## src/rtl/seq_div_32b.sv

```systemverilog
// seq_div_32b: multi-cycle restoring divider for the MIPS div/divu path (LO = quotient, HI = remainder).
// Optional macro SEQ_DIV_RADIX4_EN: retire two quotient bits per RUN cycle (16 iterations instead of 32).
module seq_div_32b #(
   parameter int WIDTH = 32
) (
   input  logic             clk,
   input  logic             rst_n,
   input  logic             start,
   input  logic             is_signed,
   input  logic [WIDTH-1:0] dividend,
   input  logic [WIDTH-1:0] divisor,
   output logic             busy,
   output logic             done,
   output logic [WIDTH-1:0] quotient,
   output logic [WIDTH-1:0] remainder,
   output logic             div_by_zero
);

`ifdef SEQ_DIV_RADIX4_EN
   localparam int ITERS = WIDTH / 2;
`else
   localparam int ITERS = WIDTH;
`endif
   localparam int               CNT_W    = $clog2(ITERS);
   localparam logic [CNT_W-1:0] CNT_LAST = CNT_W'(ITERS - 1);

   typedef enum logic [1:0] {IDLE, RUN, FIX, DONE} state_t;

   state_t             state_q, state_d;
   logic [CNT_W-1:0]   cnt_q, cnt_d;
   logic [WIDTH-1:0]   rem_q, rem_d;
   logic [WIDTH-1:0]   dvd_q, dvd_d;
   logic [WIDTH-1:0]   dvs_q, dvs_d;
   logic               q_neg_q, q_neg_d;
   logic               r_neg_q, r_neg_d;
   logic               dz_q, dz_d;
   logic               busy_q, busy_d;
   logic               done_q, done_d;
   logic               dbz_q, dbz_d;
   logic [WIDTH-1:0]   quo_q, quo_d;
   logic [WIDTH-1:0]   remo_q, remo_d;
   logic               dvd_neg, dvs_neg;

   // One restoring step: returns {next remainder, dividend shifted left with the new quotient bit}.
   // dvd doubles as the quotient register: quotient bits enter at the LSB as dividend bits leave.
   function automatic logic [2*WIDTH-1:0] div_step(input logic [WIDTH-1:0] rem,
                                                    input logic [WIDTH-1:0] dvd,
                                                    input logic [WIDTH-1:0] dvs);
      logic [WIDTH:0]   part;
      logic             ge;
      logic [WIDTH-1:0] rem_nxt;
      part    = {rem, dvd[WIDTH-1]};
      ge      = (part >= {1'b0, dvs});
      rem_nxt = ge ? (part[WIDTH-1:0] - dvs) : part[WIDTH-1:0];
      return {rem_nxt, dvd[WIDTH-2:0], ge};
   endfunction

   function automatic logic [WIDTH-1:0] neg_if(input logic neg, input logic [WIDTH-1:0] v);
      return neg ? (~v + 1'b1) : v;
   endfunction

   assign dvd_neg = is_signed & dividend[WIDTH-1];
   assign dvs_neg = is_signed & divisor[WIDTH-1];

   always_ff @(posedge clk or negedge rst_n) begin
      if (!rst_n) begin
         state_q <= IDLE;
         cnt_q   <= '0;
         rem_q   <= '0;
         dvd_q   <= '0;
         dvs_q   <= '0;
         q_neg_q <= 1'b0;
         r_neg_q <= 1'b0;
         dz_q    <= 1'b0;
         busy_q  <= 1'b0;
         done_q  <= 1'b0;
         dbz_q   <= 1'b0;
         quo_q   <= '0;
         remo_q  <= '0;
      end else begin
         state_q <= state_d;
         cnt_q   <= cnt_d;
         rem_q   <= rem_d;
         dvd_q   <= dvd_d;
         dvs_q   <= dvs_d;
         q_neg_q <= q_neg_d;
         r_neg_q <= r_neg_d;
         dz_q    <= dz_d;
         busy_q  <= busy_d;
         done_q  <= done_d;
         dbz_q   <= dbz_d;
         quo_q   <= quo_d;
         remo_q  <= remo_d;
      end
   end

   // busy/done are registered decodes of the state, so they trail the state by one edge.
   always_comb begin
      state_d = state_q;
      cnt_d   = cnt_q;
      rem_d   = rem_q;
      dvd_d   = dvd_q;
      dvs_d   = dvs_q;
      q_neg_d = q_neg_q;
      r_neg_d = r_neg_q;
      dz_d    = dz_q;
      dbz_d   = dbz_q;
      quo_d   = quo_q;
      remo_d  = remo_q;
      busy_d  = (state_q == RUN) || (state_q == FIX);
      done_d  = (state_q == DONE);
      case (state_q)
         IDLE: begin
            if (start) begin
               q_neg_d = dvd_neg ^ dvs_neg;
               r_neg_d = dvd_neg;
               dz_d    = (divisor == '0);
               dbz_d   = 1'b0;
               cnt_d   = '0;
               rem_d   = '0;
               dvs_d   = neg_if(dvs_neg, divisor);
               if (divisor == '0) begin
                  dvd_d   = dividend;
                  state_d = DONE;
               end else begin
                  dvd_d   = neg_if(dvd_neg, dividend);
                  state_d = RUN;
               end
            end
         end
         RUN: begin
            {rem_d, dvd_d} = div_step(rem_q, dvd_q, dvs_q);
`ifdef SEQ_DIV_RADIX4_EN
            {rem_d, dvd_d} = div_step(rem_d, dvd_d, dvs_q);
`endif
            cnt_d = cnt_q + 1'b1;
            if (cnt_q == CNT_LAST) begin
               cnt_d   = '0;
               state_d = FIX;
            end
         end
         FIX: begin
            quo_d   = neg_if(q_neg_q, dvd_q);
            remo_d  = neg_if(r_neg_q, rem_q);
            state_d = DONE;
         end
         DONE: begin
            if (dz_q) begin
               quo_d  = '1;
               remo_d = dvd_q;
               dbz_d  = 1'b1;
            end
            state_d = IDLE;
         end
         default: state_d = IDLE;
      endcase
   end

   assign busy        = busy_q;
   assign done        = done_q;
   assign quotient    = quo_q;
   assign remainder   = remo_q;
   assign div_by_zero = dbz_q;

endmodule
```

## config.mk

```make
export PLATFORM = sky130hd
export DESIGN_NAME = seq_div_32b
export DESIGN_NICKNAME = d
export VERILOG_FILES = /design/src/rtl/seq_div_32b.sv
export SDC_FILE = /design/constraint.sdc
export NUM_CORES = 1
export LEC_CHECK = 0
export BUFFER_PORTS_ARGS = -buffer_cell sky130_fd_sc_hd__buf_2
export CAP_MARGIN = 20
export CORE_AREA = 8 8 131 255
export DETAILED_ROUTE_END_ITERATION = 16
export DIE_AREA = 0 0 139 263
export PLACE_DENSITY = 0.64
export SETUP_SLACK_MARGIN = 0.02
export SLEW_MARGIN = 10
export SYNTH_ARGS = -nofsm -noshare
export SYNTH_HDL_FRONTEND = slang
export SYNTH_SLANG_ARGS = --single-unit
export TNS_END_PERCENT = 5
```

## constraint.sdc

```tcl
create_clock -name clk -period 3.1 [get_ports clk]
set_clock_uncertainty 0.15 [all_clocks]
set_input_delay 0.62 -clock clk [delete_from_list [all_inputs] [get_ports clk]]
set_output_delay 0.62 -clock clk [all_outputs]
set_load 0.05 [all_outputs]
```

==> summary.txt, run 1 <==
Outcome
  – Status: finished with violations
  – Failing checks: negative setup slack

Logic synthesis
  – Syn Nets: 1,541
  – Yosys warning count: 0
  – Async SR Flop Fraction: 1.00
  – Mean Syn Cell Area: 8.32 sq um
  – Simple-gate share of the synthesized area: 0.165
  – Yosys top cell area share: 0.364
  – Primary FF master, synth: dfrtp_1
  – XOR/XNOR share of the synthesized area: 0.106
  – Compound-Gate Fraction of Synth Area: 0.214
  – Number of distinct library cells after synthesis: 70
  – Synth Instances: 1,430
  – Post-synth EDFFs: 0
  – FF+latch count, synth: 173
  – Combinational family with the most area after synthesis: compound AO/OA/AOI/OAI gates
  – Largest cells by area after synthesis: dfrtp_1 (36%), nand2_1 (6.5%), xor2_1 (5.7%)
  – Dominant cell type by area after synthesis: dfrtp_1
  – Adder-Cell Fraction of Synth Area: 0.0458
  – Post-synthesis mux area share: 0.0613
  – Area of the mapped netlist: 11,900 sq um
  – Post-synthesis sequential area ratio: 0.364

STA
  – Fmax: 0.321 GHz
  – Final Hold Vio Count: 0
  – Hold_ws: 0.303 ns
  – Setup violators final: 1
  – Setup TNS: -0.0160 ns
  – Slew @ Worst Pin: 0.736 ns
  – Clock period minus worst slack: 3.12 ns
  – Worst rel slew slack: 0.508
  – Slew Limit Fails: 0
  – Final worst setup slack: -0.0160 ns
  – Period utilization: 1.01
  – Unrepaired setup endpoints after global routing: true

Worst setup path
  – CP max stage delay: 0.41 ns
  – CP Cell Sequence: inv_2 > ha_4 > inv_2 > fa_2 > a211o_1 > a2111o_1 > a41o_4 > a211oi_2 > buf_4 > o31ai_1 > a21oi_1 > xnor2_1 > mux2i_1 > o21ai_1
  – Most used cell, CP: inv_2
  – Critical Path Source Type: register
  – Delay-heaviest family, CP: compound AO/OA/AOI/OAI gates
  – Setup CP Type: register to register
  – Critical path arrival: 3.35 ns
  – Critical path fanouts, max: 5
  – CP Capture Type: register
  – Slowest-stage cell, CP: a2111o_1
  – Critical Path RT: 3.33 ns
  – Worst path buffer plus inverter count: 3

Drt
  – Overall routed net length: 36.1 mm
  – DR vias/cell: 5.44
  – DR DRC count: 0
  – Avg WL per Cell: 18.0 um
  – Vias: 10,900
  – Initial DRT Pass Iterations: 7
  – Initial drt markers: 866
  – Number of routed nets with antenna violations: 0

Finish
  – Layout cell share with drive strength beyond 1: 0.205
  – Area delta synth->final: 20.5%
  – Layout fillers: 2,946
  – Multi-input gate area: 7180 sq um
  – Final nets: 1,727
  – FF+latch area: 4330 sq um
  – Design area: 14,300 sq um

Die
  – Die Y: 263 um
  – IO Pins: 135
  – Die footprint: 36,600 sq um
  – Initial core utilization: 0.397
  – Die Wd: 139 um
  – Core Box Area: 30,000 sq um
  – # rows: 90

Placed design
  – Final RePlAce weighted congestion: 0.892
  – Half-perimeter wire length after placement: 27.9 mm
  – Placement Setup Slack: -0.196 ns
  – DP Area: 13,600 sq um
  – PortBufs: 134

Worst hold path
  – Hold Path Class: primary input to register

GRT
  – Grt ovf: 0
  – Busiest grt layer: met2
  – Routing usage on met3: 0.0381
  – Met1 usage: 0.240
  – Vias in the first global route: 10,500
  – First-pass GRT wire length: 57.3 mm
  – GRT Overall Usage: 0.197
  – GR Util met2: 0.340
  – Initial antenna violation count: 5
  – Largest net degree at the start of global routing: 74

Clock tree
  – Clock insertion delay at the later pin of the skew report: 0.46 ns
  – Root Driver: clkbuf_16
  – Clock slew at reported path FFs: 0.07 ns
  – Num CTS Buffers: 17
  – CTS tree: done
  – # clock sinks: 173
  – H-tree depth: 4
  – Max clock buf depth: 2

Power and ir drop
  – Pleak: 6.44 nW
  – Worst vdd ir: 0.000750 V
  – Power per Cell Area: 1250 nW/um^2

Flow run
  – Max_cap viols: 0
-- state kept, by name (all words and copies together), names as in the netlist --
signal,count
q_neg_q,1
dvs_q,32
cnt_q,5
rem_q,32
done,1
div_by_zero,1
dz_q,1
remainder,32
state_q,2
dvd_q,32
busy,1
quotient,32
r_neg_q,1
-- placed cells by master, fill, tap and decap left out, drive strengths merged, types with 13 or more instances in the layout --
| cell type | synthesis | routed |
|---|---|---|
| nor2 | 94 | 94 |
| o21ai | 187 | 187 |
| xor2 | 77 | 77 |
| nor3 | 22 | 22 |
| a21oi | 114 | 114 |
| o41ai | 19 | 19 |
| inv | 62 | 69 |
| nand3 | 22 | 22 |
| mux2 | 23 | 23 |
| ha | 42 | 42 |
| xnor2 | 67 | 67 |
| a21o | 16 | 16 |
| or4 | 13 | 13 |
| nand2 | 207 | 207 |
| mux2i | 47 | 47 |
| o31ai | 22 | 22 |
| buf | 14 | 243 |
| clkbuf | 63 | 19 |
| dfrtp | 173 | 173 |
-- cell families (layout without fill, tap and decap cells) --
family                     Yosys count  after routing
DFF                                173            173
adders and majority gates           43             43
other                                0              5
xor gates and xnor gates           144            144
muxes                               70             70
AOI/OAI and AO/OA                  430            430
buffers and inverters              139            338
and+or+nand+nor                    431            431
-- cells in the mapped netlist (12+ instances only) --
cell and instances:
mux2_2 22, xor2_1 77, clkbuf_1 63, o21ai_1 61, xnor2_1 67, nand2_1 207, o22ai_1 12, o31ai_1 21
a21oi_1 113, nor2_1 94, inv_1 62, nor3_1 21, ha_1 42, o21ai_0 126, nand3_1 22, o41ai_1 18
dfrtp_1 173, a21o_1 16, nor2b_1 12, mux2i_1 47
-- layout make-up --
type	instances	share of cell area
diodes	5	0.000872
clock buffers	19	0.0302
clock inverters	13	0.00916
inverters	62	0.0162
multi-input cells	1118	0.500
flip-flops and latches	173	0.302
well taps	368	0.0321
repair buffers	244	0.109
-- per-layer routing --
| metal | wire length [um] | part of all wire |
|---|---|---|
| met1 | 15500 | 0.43 |
| met4 | 780 | 0.022 |
| met2 | 18200 | 0.50 |
| met3 | 1690 | 0.047 |
| met5 | 8 | 0.00022 |
-- worst paths after layout --
kind	start	end	slack, ns	cells after the start
setup / recovery	dvd_q[31]	rem_q[26]	-0.02	14
hold / removal	divisor[31]	dvs_q[31]	0.30	3
setup reg to reg	dvd_q[31]	rem_q[26]	-0.02	14
hold reg to reg	dvs_q[24]	dvs_q[24]	0.33	2
max in group asynchronous	rst_n	rem_q[14]	1.56	3
min in group asynchronous	rst_n	quotient[18]	0.55	2
-- worst min-delay path, cell delays in order --
cell and delay, ns:
buf_2 0.13, nand2_1 0.05, o21ai_0 0.06
-- through the flow --
stage | instances | util | total power [mW]
6_report | 2002 | 0.479 | 18.0
5_1_grt | 2000 | 0.479 | 19.4
4_1_cts | 1994 | 0.475 | 17.8
3_5_place_dp | 1959 | 0.454 | 15.5
3_3_place_gp | 1959 | 0.454 | 15.4
2_1_floorplan | 1430 | - | 12.2
-- timing repair --
item                                    CTS  global route
resized for setup                        12            17
cloned                                    0             0
hold buffers                              1             0
endpoints found under the setup margin    9            43
endpoints found under the hold margin    49             0
pin swaps                                 6            12
buffers inserted                          2             3
-- power breakdown --
group	switching [mW]	internal (mW)	leakage, nW
logic	7.11	4.37	4.01
clock network	1.01	1.13	0.271
registers	1.08	3.29	2.16
total	9.20	8.79	6.44
Power figures use the tool's default switching activity.
==> inputs of run 2 (changes only) <==
--- a/config.mk
+++ b/config.mk
@@ -12,4 +12,6 @@
 export DIE_AREA = 0 0 139 263
+export MAX_ROUTING_LAYER = met4
 export PLACE_DENSITY = 0.64
 export SETUP_SLACK_MARGIN = 0.02
+export SKIP_CTS_REPAIR_TIMING = 1
 export SLEW_MARGIN = 10
--- a/constraint.sdc
+++ b/constraint.sdc
@@ -4,2 +4,2 @@
 set_output_delay 0.62 -clock clk [all_outputs]
-set_load 0.05 [all_outputs]
+set_load 0.01 [all_outputs]
==> summary.txt, run 2 (synthesis results as in run 1) <==
Drt
  – Overall routed net length: 36.0 mm (was 36.1 mm)
  – Wire length on met2: 18.1 mm (was 18.2 mm)
  – Initial drt markers: 734 (was 866)
  – Met1 wire length: 15.6 mm (was 15.5 mm)
  – Top layer in use: met4 (was met5)
  – Number of routed nets with antenna violations: 0 (unchanged)
  – Initial DRT Pass Iterations: 5 (was 7)
  – Avg WL per Cell: 18.0 um (about the same)
  – Wire length on met3: 1.51 mm (was 1.69 mm)
  – DR DRC count: 0 (unchanged)
  – Vias: 10,900 (about the same)
  – DR vias/cell: 5.43 (was 5.44)

Finish
  – Layout cell share with drive strength beyond 1: 0.204 (was 0.205)
  – Most frequent cells in the layout: nand2_1 (206), dfrtp_1 (172), buf_2 (133) (unchanged)
  – Design area: 14,300 sq um (about the same)
  – Area delta synth->final: 20.3% (was 20.5%)
  – Commonest non-fill, non-tap cell in the layout: nand2_1 (unchanged)
  – Layout fillers: 2,953 (was 2,946)
  – Final nets: 1,725 (was 1,727)

Die
  – IO Pins: 135 (unchanged)
  – Core Box Area: 30,000 sq um (unchanged)
  – Initial core utilization: 0.397 (unchanged)
  – # rows: 90 (unchanged)
  – Die Y: 263 um (unchanged)
  – Die Wd: 139 um (unchanged)
  – Die footprint: 36,600 sq um (unchanged)

STA
  – Period utilization: 1.04 (was 1.01)
  – Slew Limit Fails: 0 (unchanged)
  – Fmax: 0.309 GHz (was 0.321 GHz)
  – Setup violators final: 3 (was 1)
  – Unrepaired setup endpoints after global routing: true (unchanged)
  – Final Hold Vio Count: 0 (unchanged)
  – Final worst setup slack: -0.133 ns (was -0.0160 ns)
  – Worst rel slew slack: 0.487 (was 0.508)
  – Clock period minus worst slack: 3.23 ns (was 3.12 ns)
  – Slew @ Worst Pin: 0.766 ns (was 0.736 ns)

GRT
  – Largest net degree at the start of global routing: 74 (unchanged)
  – GRT Overall Usage: 0.203 (was 0.197)
  – Vias in the first global route: 10,500 (unchanged)
  – Grt ovf: 0 (unchanged)
  – Initial antenna violation count: 5 (unchanged)
  – First-pass GRT wire length: 57.2 mm (was 57.3 mm)

Worst hold path
  – Hold Path Class: primary input to register (unchanged)
  – Hold path cells: 3 (unchanged)

Clock tree
  – Max clock buf depth: 2 (unchanged)
  – H-tree depth: 4 (unchanged)
  – Clock slew at reported path FFs: 0.07 ns (about the same)
  – Num CTS Buffers: 17 (unchanged)
  – Clock insertion delay at the later pin of the skew report: 0.46 ns (about the same)
  – CTS tree: done (unchanged)
  – # clock sinks: 173 (unchanged)
  – Root Driver: clkbuf_16 (unchanged)

Placed design
  – Final RePlAce weighted congestion: 0.907 (was 0.892)
  – Half-perimeter wire length after placement: 27.9 mm (unchanged)
  – DP Area: 13,600 sq um (unchanged)
  – Placement Setup Slack: -0.196 ns (unchanged)
  – PortBufs: 134 (unchanged)

Power and ir drop
  – Power per Cell Area: 1160 nW/um^2 (was 1250 nW/um^2)
  – Worst vdd ir: 0.000609 V (was 0.000750 V)
  – Pleak: 6.42 nW (was 6.44 nW)

Outcome
  – Failing checks: negative setup slack (unchanged)
  – Status: finished with violations (unchanged)

Worst setup path
  – Critical path fanouts, max: 5 (unchanged)
  – Critical path arrival: 3.41 ns (was 3.35 ns)
  – CP Capture Type: register (unchanged)
  – Setup CP Type: register to register (unchanged)
  – Critical Path RT: 3.28 ns (was 3.33 ns)
  – Critical Path Source Type: register (unchanged)
  – Worst r2r path cells: 14 (unchanged)

Flow run
  – Max_cap viols: 0 (unchanged)
[run 2: cell count changes in the layout (fill, tap and decap cells not counted), sizes merged]
| cell | before | now |
|---|---|---|
| buf | 243 | 241 |
[run 2: metal layers]
layer,vias to the layer above,track usage
met2,255,0.340
met3,40,0.0386
li1,5425,-
met5,-,-
met4,0,0.0651
met1,5149,0.240
[run 2: final timing paths]
check | slack (ns) | to | start
max | -0.13 | rem_q[26] | dvd_q[31]
min | 0.30 | dvs_q[31] | divisor[31]
max reg2reg | -0.13 | rem_q[26] | dvd_q[31]
min reg2reg | 0.33 | dvs_q[24] | dvs_q[24]
max in group asynchronous | 1.56 | rem_q[0] | rst_n
min in group asynchronous | 0.55 | quotient[18] | rst_n
[run 2: stage by stage]
step / utilization / total power, mW / TNS [ns] / hold WS, ns / instances
3_5_place_dp: 0.454 / 14.2 / -1.75 / 0.318 / 1959
4_1_cts: 0.473 / 16.4 / -0.672 / -0.0156 / 1991
3_3_place_gp: 0.454 / 14.1 / -0.863 / 0.312 / 1959
6_report: 0.478 / 16.7 / -0.286 / 0.303 / 2000
2_1_floorplan: - / 10.9 / 0 / 0.174 / 1430
5_1_grt: 0.478 / 18.0 / -1.55 / 0.307 / 2000
[run 2: worst max-delay path, cell delays in order (launching register included)]
cell,delay (ns)
dfrtp_1,0.39
inv_2,0.08
ha_4,0.13
inv_2,0.03
fa_2,0.33
a211o_1,0.33
a2111o_1,0.46
a41o_4,0.30
a211oi_2,0.23
buf_4,0.15
o31ai_1,0.07
a21oi_1,0.16
xnor2_1,0.09
mux2i_1,0.13
o21ai_1,0.07
[run 2: area by class of cell]
cell class,instances,area [sq um],share of cell area
antenna,5,12.5,0.000874
sequential,173,4330,0.302
multi-input combinational,1118,7170,0.501
inverter,62,233,0.0163
tap,368,460,0.0322
clock inverter,13,131,0.00917
clock buffer,19,433,0.0302
timing repair buffer,242,1550,0.108
[run 2: power breakdown]
part	switching, mW	leakage (nW)	internal (mW)
Clock	1.01	0.271	1.13
Combinational	5.80	3.99	4.34
Sequential	1.09	2.16	3.29
Total	7.90	6.42	8.76
==> inputs of run 3 (changes only) <==
--- a/config.mk
+++ b/config.mk
@@ -13,3 +13,3 @@
 export MAX_ROUTING_LAYER = met4
-export PLACE_DENSITY = 0.64
+export PLACE_DENSITY = 0.62
 export SETUP_SLACK_MARGIN = 0.02
==> constraint.sdc (replaced) <==
create_clock -name clk -period 4 [get_ports clk]
set_clock_uncertainty 0.15 [all_clocks]
set_input_delay 0.8 -clock clk [delete_from_list [all_inputs] [get_ports clk]]
set_output_delay 0.8 -clock clk [all_outputs]
set_load 0.1 [all_outputs]
==> summary.txt, run 3 (synthesis results as in run 1) <==
Outcome
  – Status: finished clean (was finished with violations)

Drt
  – Avg WL per Cell: 18.4 um (was 18.0 um)
  – DR vias/cell: 5.53 (was 5.43)
  – Vias: 10,600 (was 10,900)
  – Initial DRT Pass Iterations: 5 (unchanged)
  – Overall routed net length: 35.4 mm (was 36.0 mm)
  – Number of routed nets with antenna violations: 0 (unchanged)
  – Initial drt markers: 746 (was 734)
  – DR DRC count: 0 (unchanged)

Clock tree
  – # clock sinks: 173 (unchanged)
  – Max clock buf depth: 2 (unchanged)
  – Clock insertion delay at the later pin of the skew report: 0.45 ns (was 0.46 ns)
  – Root Driver: clkbuf_16 (unchanged)
  – H-tree depth: 4 (unchanged)
  – CTS tree: done (unchanged)
  – Clock slew at reported path FFs: 0.07 ns (about the same)
  – Num CTS Buffers: 17 (unchanged)

STA
  – Hold_ws: 0.213 ns (was 0.303 ns)
  – Slew Limit Fails: 0 (unchanged)
  – Setup TNS: 0 ns (was -0.286 ns)
  – Final Hold Vio Count: 0 (unchanged)
  – Clock period minus worst slack: 3.53 ns (was 3.23 ns)
  – Period utilization: 0.883 (was 1.04)
  – Slew @ Worst Pin: 0.972 ns (was 0.766 ns)
  – Unrepaired setup endpoints after global routing: false (was true)
  – Setup violators final: 0 (was 3)
  – Worst rel slew slack: 0.352 (was 0.487)
  – Fmax: 0.283 GHz (was 0.309 GHz)

Finish
  – Multi-input gate area: 7080 sq um (was 7170 sq um)
  – Design area: 13,600 sq um (was 14,300 sq um)
  – Commonest non-fill, non-tap cell in the layout: nand2_1 (unchanged)
  – Most frequent cells in the layout: nand2_1 (206), dfrtp_1 (173), buf_2 (133) (was nand2_1 (206), dfrtp_1 (172), buf_2 (133))
  – FF+latch area: 4330 sq um (about the same)
  – Layout fillers: 3,038 (was 2,953)
  – Layout cell share with drive strength beyond 1: 0.151 (was 0.204)
  – Finished Layout Cells: 1,917 (was 2,000)
  – Area delta synth->final: 14.0% (was 20.3%)
  – Final nets: 1,644 (was 1,725)

GRT
  – Grt ovf: 0 (unchanged)
  – Vias in the first global route: 10,300 (was 10,500)
  – GRT Overall Usage: 0.199 (was 0.203)
  – First-pass GRT wire length: 56.5 mm (was 57.2 mm)
  – Initial antenna violation count: 3 (was 5)
  – Largest net degree at the start of global routing: 74 (unchanged)

Worst setup path
  – Critical path fanouts, max: 5 (unchanged)
  – RR Startpoint: dvd_q[31] (unchanged)
  – Critical Path Source Type: register (unchanged)
  – R2R Setup Slk: 0.47 ns (was -0.13 ns)
  – CP Capture Type: register (unchanged)
  – Critical path arrival: 3.76 ns (was 3.41 ns)
  – Critical Path RT: 4.23 ns (was 3.28 ns)
  – R2r endpoint: rem_q[28] (was rem_q[26])
  – Worst r2r path cells: 13 (was 14)
  – Setup CP Type: register to register (unchanged)

Flow run
  – Max_cap viols: 0 (unchanged)

Die
  – IO Pins: 135 (unchanged)
  – Core Box Area: 30,000 sq um (unchanged)
  – # rows: 90 (unchanged)
  – Initial core utilization: 0.397 (unchanged)
  – Die Y: 263 um (unchanged)
  – Die footprint: 36,600 sq um (unchanged)
  – Die Wd: 139 um (unchanged)

Placed design
  – Final RePlAce weighted congestion: 0.867 (was 0.907)
  – Half-perimeter wire length after placement: 26.9 mm (was 27.9 mm)
  – Placed cells: 1,882 (was 1,959)
  – PortBufs: 134 (unchanged)
  – DP Area: 13,000 sq um (was 13,600 sq um)

Worst hold path
  – Hold Path Class: primary input to async pin (was primary input to register)
run 3: cell count changes in the layout (fill, tap and decap cells not counted), moves of 3 or more:
cell,delta
ha_1,+3
a211oi_1,+3
buf_6,-3
clkinv_4,+4
a211oi_2,-3
o21ai_0,+4
buf_4,-75
run 3: worst max-delay path by stage:
stage,start,to,slack [ns]
final,dvd_q[31],rem_q[28],0.47
after global routing,dvd_q[31],rem_q[28],0.14
after CTS,dvd_q[31],rem_q[28],0.49
after detailed placement,dividend[6],dvd_q[28],0.44
after global placement,dividend[6],dvd_q[28],0.47
after floorplan,dvd_q[31],rem_q[28],0.82
run 3: layout make-up:
class,count,area share
Inverter,62,0.0172
Clock inverter,12,0.00756
Antenna cell,3,0.000553
Timing Repair Buffer,161,0.0667
Clock buffer,20,0.0337
Multi-Input combinational cell,1118,0.521
Tap cell,368,0.0339
Sequential cell,173,0.319
run 3: layer usage:
layer	vias up	GRT usage	wire, um
met5	-	-	0
met4	0	0.0627	827
met3	40	0.0306	1320
met2	250	0.337	17900
met1	5072	0.239	15300
li1	5239	-	-
run 3: worst max-delay path, stage by stage (launching register included):
cell and delay (ns):
dfrtp_1 0.41, inv_1 0.10, ha_1 0.17, inv_1 0.05, fa_1 0.41, a211o_1 0.32, a2111o_1 0.39, a41o_1 0.33
a211oi_1 0.40, o21ai_1 0.15, a21oi_1 0.20, xnor2_1 0.14, mux2i_1 0.10, o21ai_1 0.13
run 3: metrics by stage:
stage	util	setup WS, ns
CTS	0.453	0.486
detailed placement	0.434	0.444
floorplan	-	0.817
global route	0.453	0.143
global placement	0.434	0.469
finish	0.453	0.469
Power of run 3 is left out: the tool's default activity adds up to more than one toggle a clock period on the data nets, which glitch-free logic cannot reach.
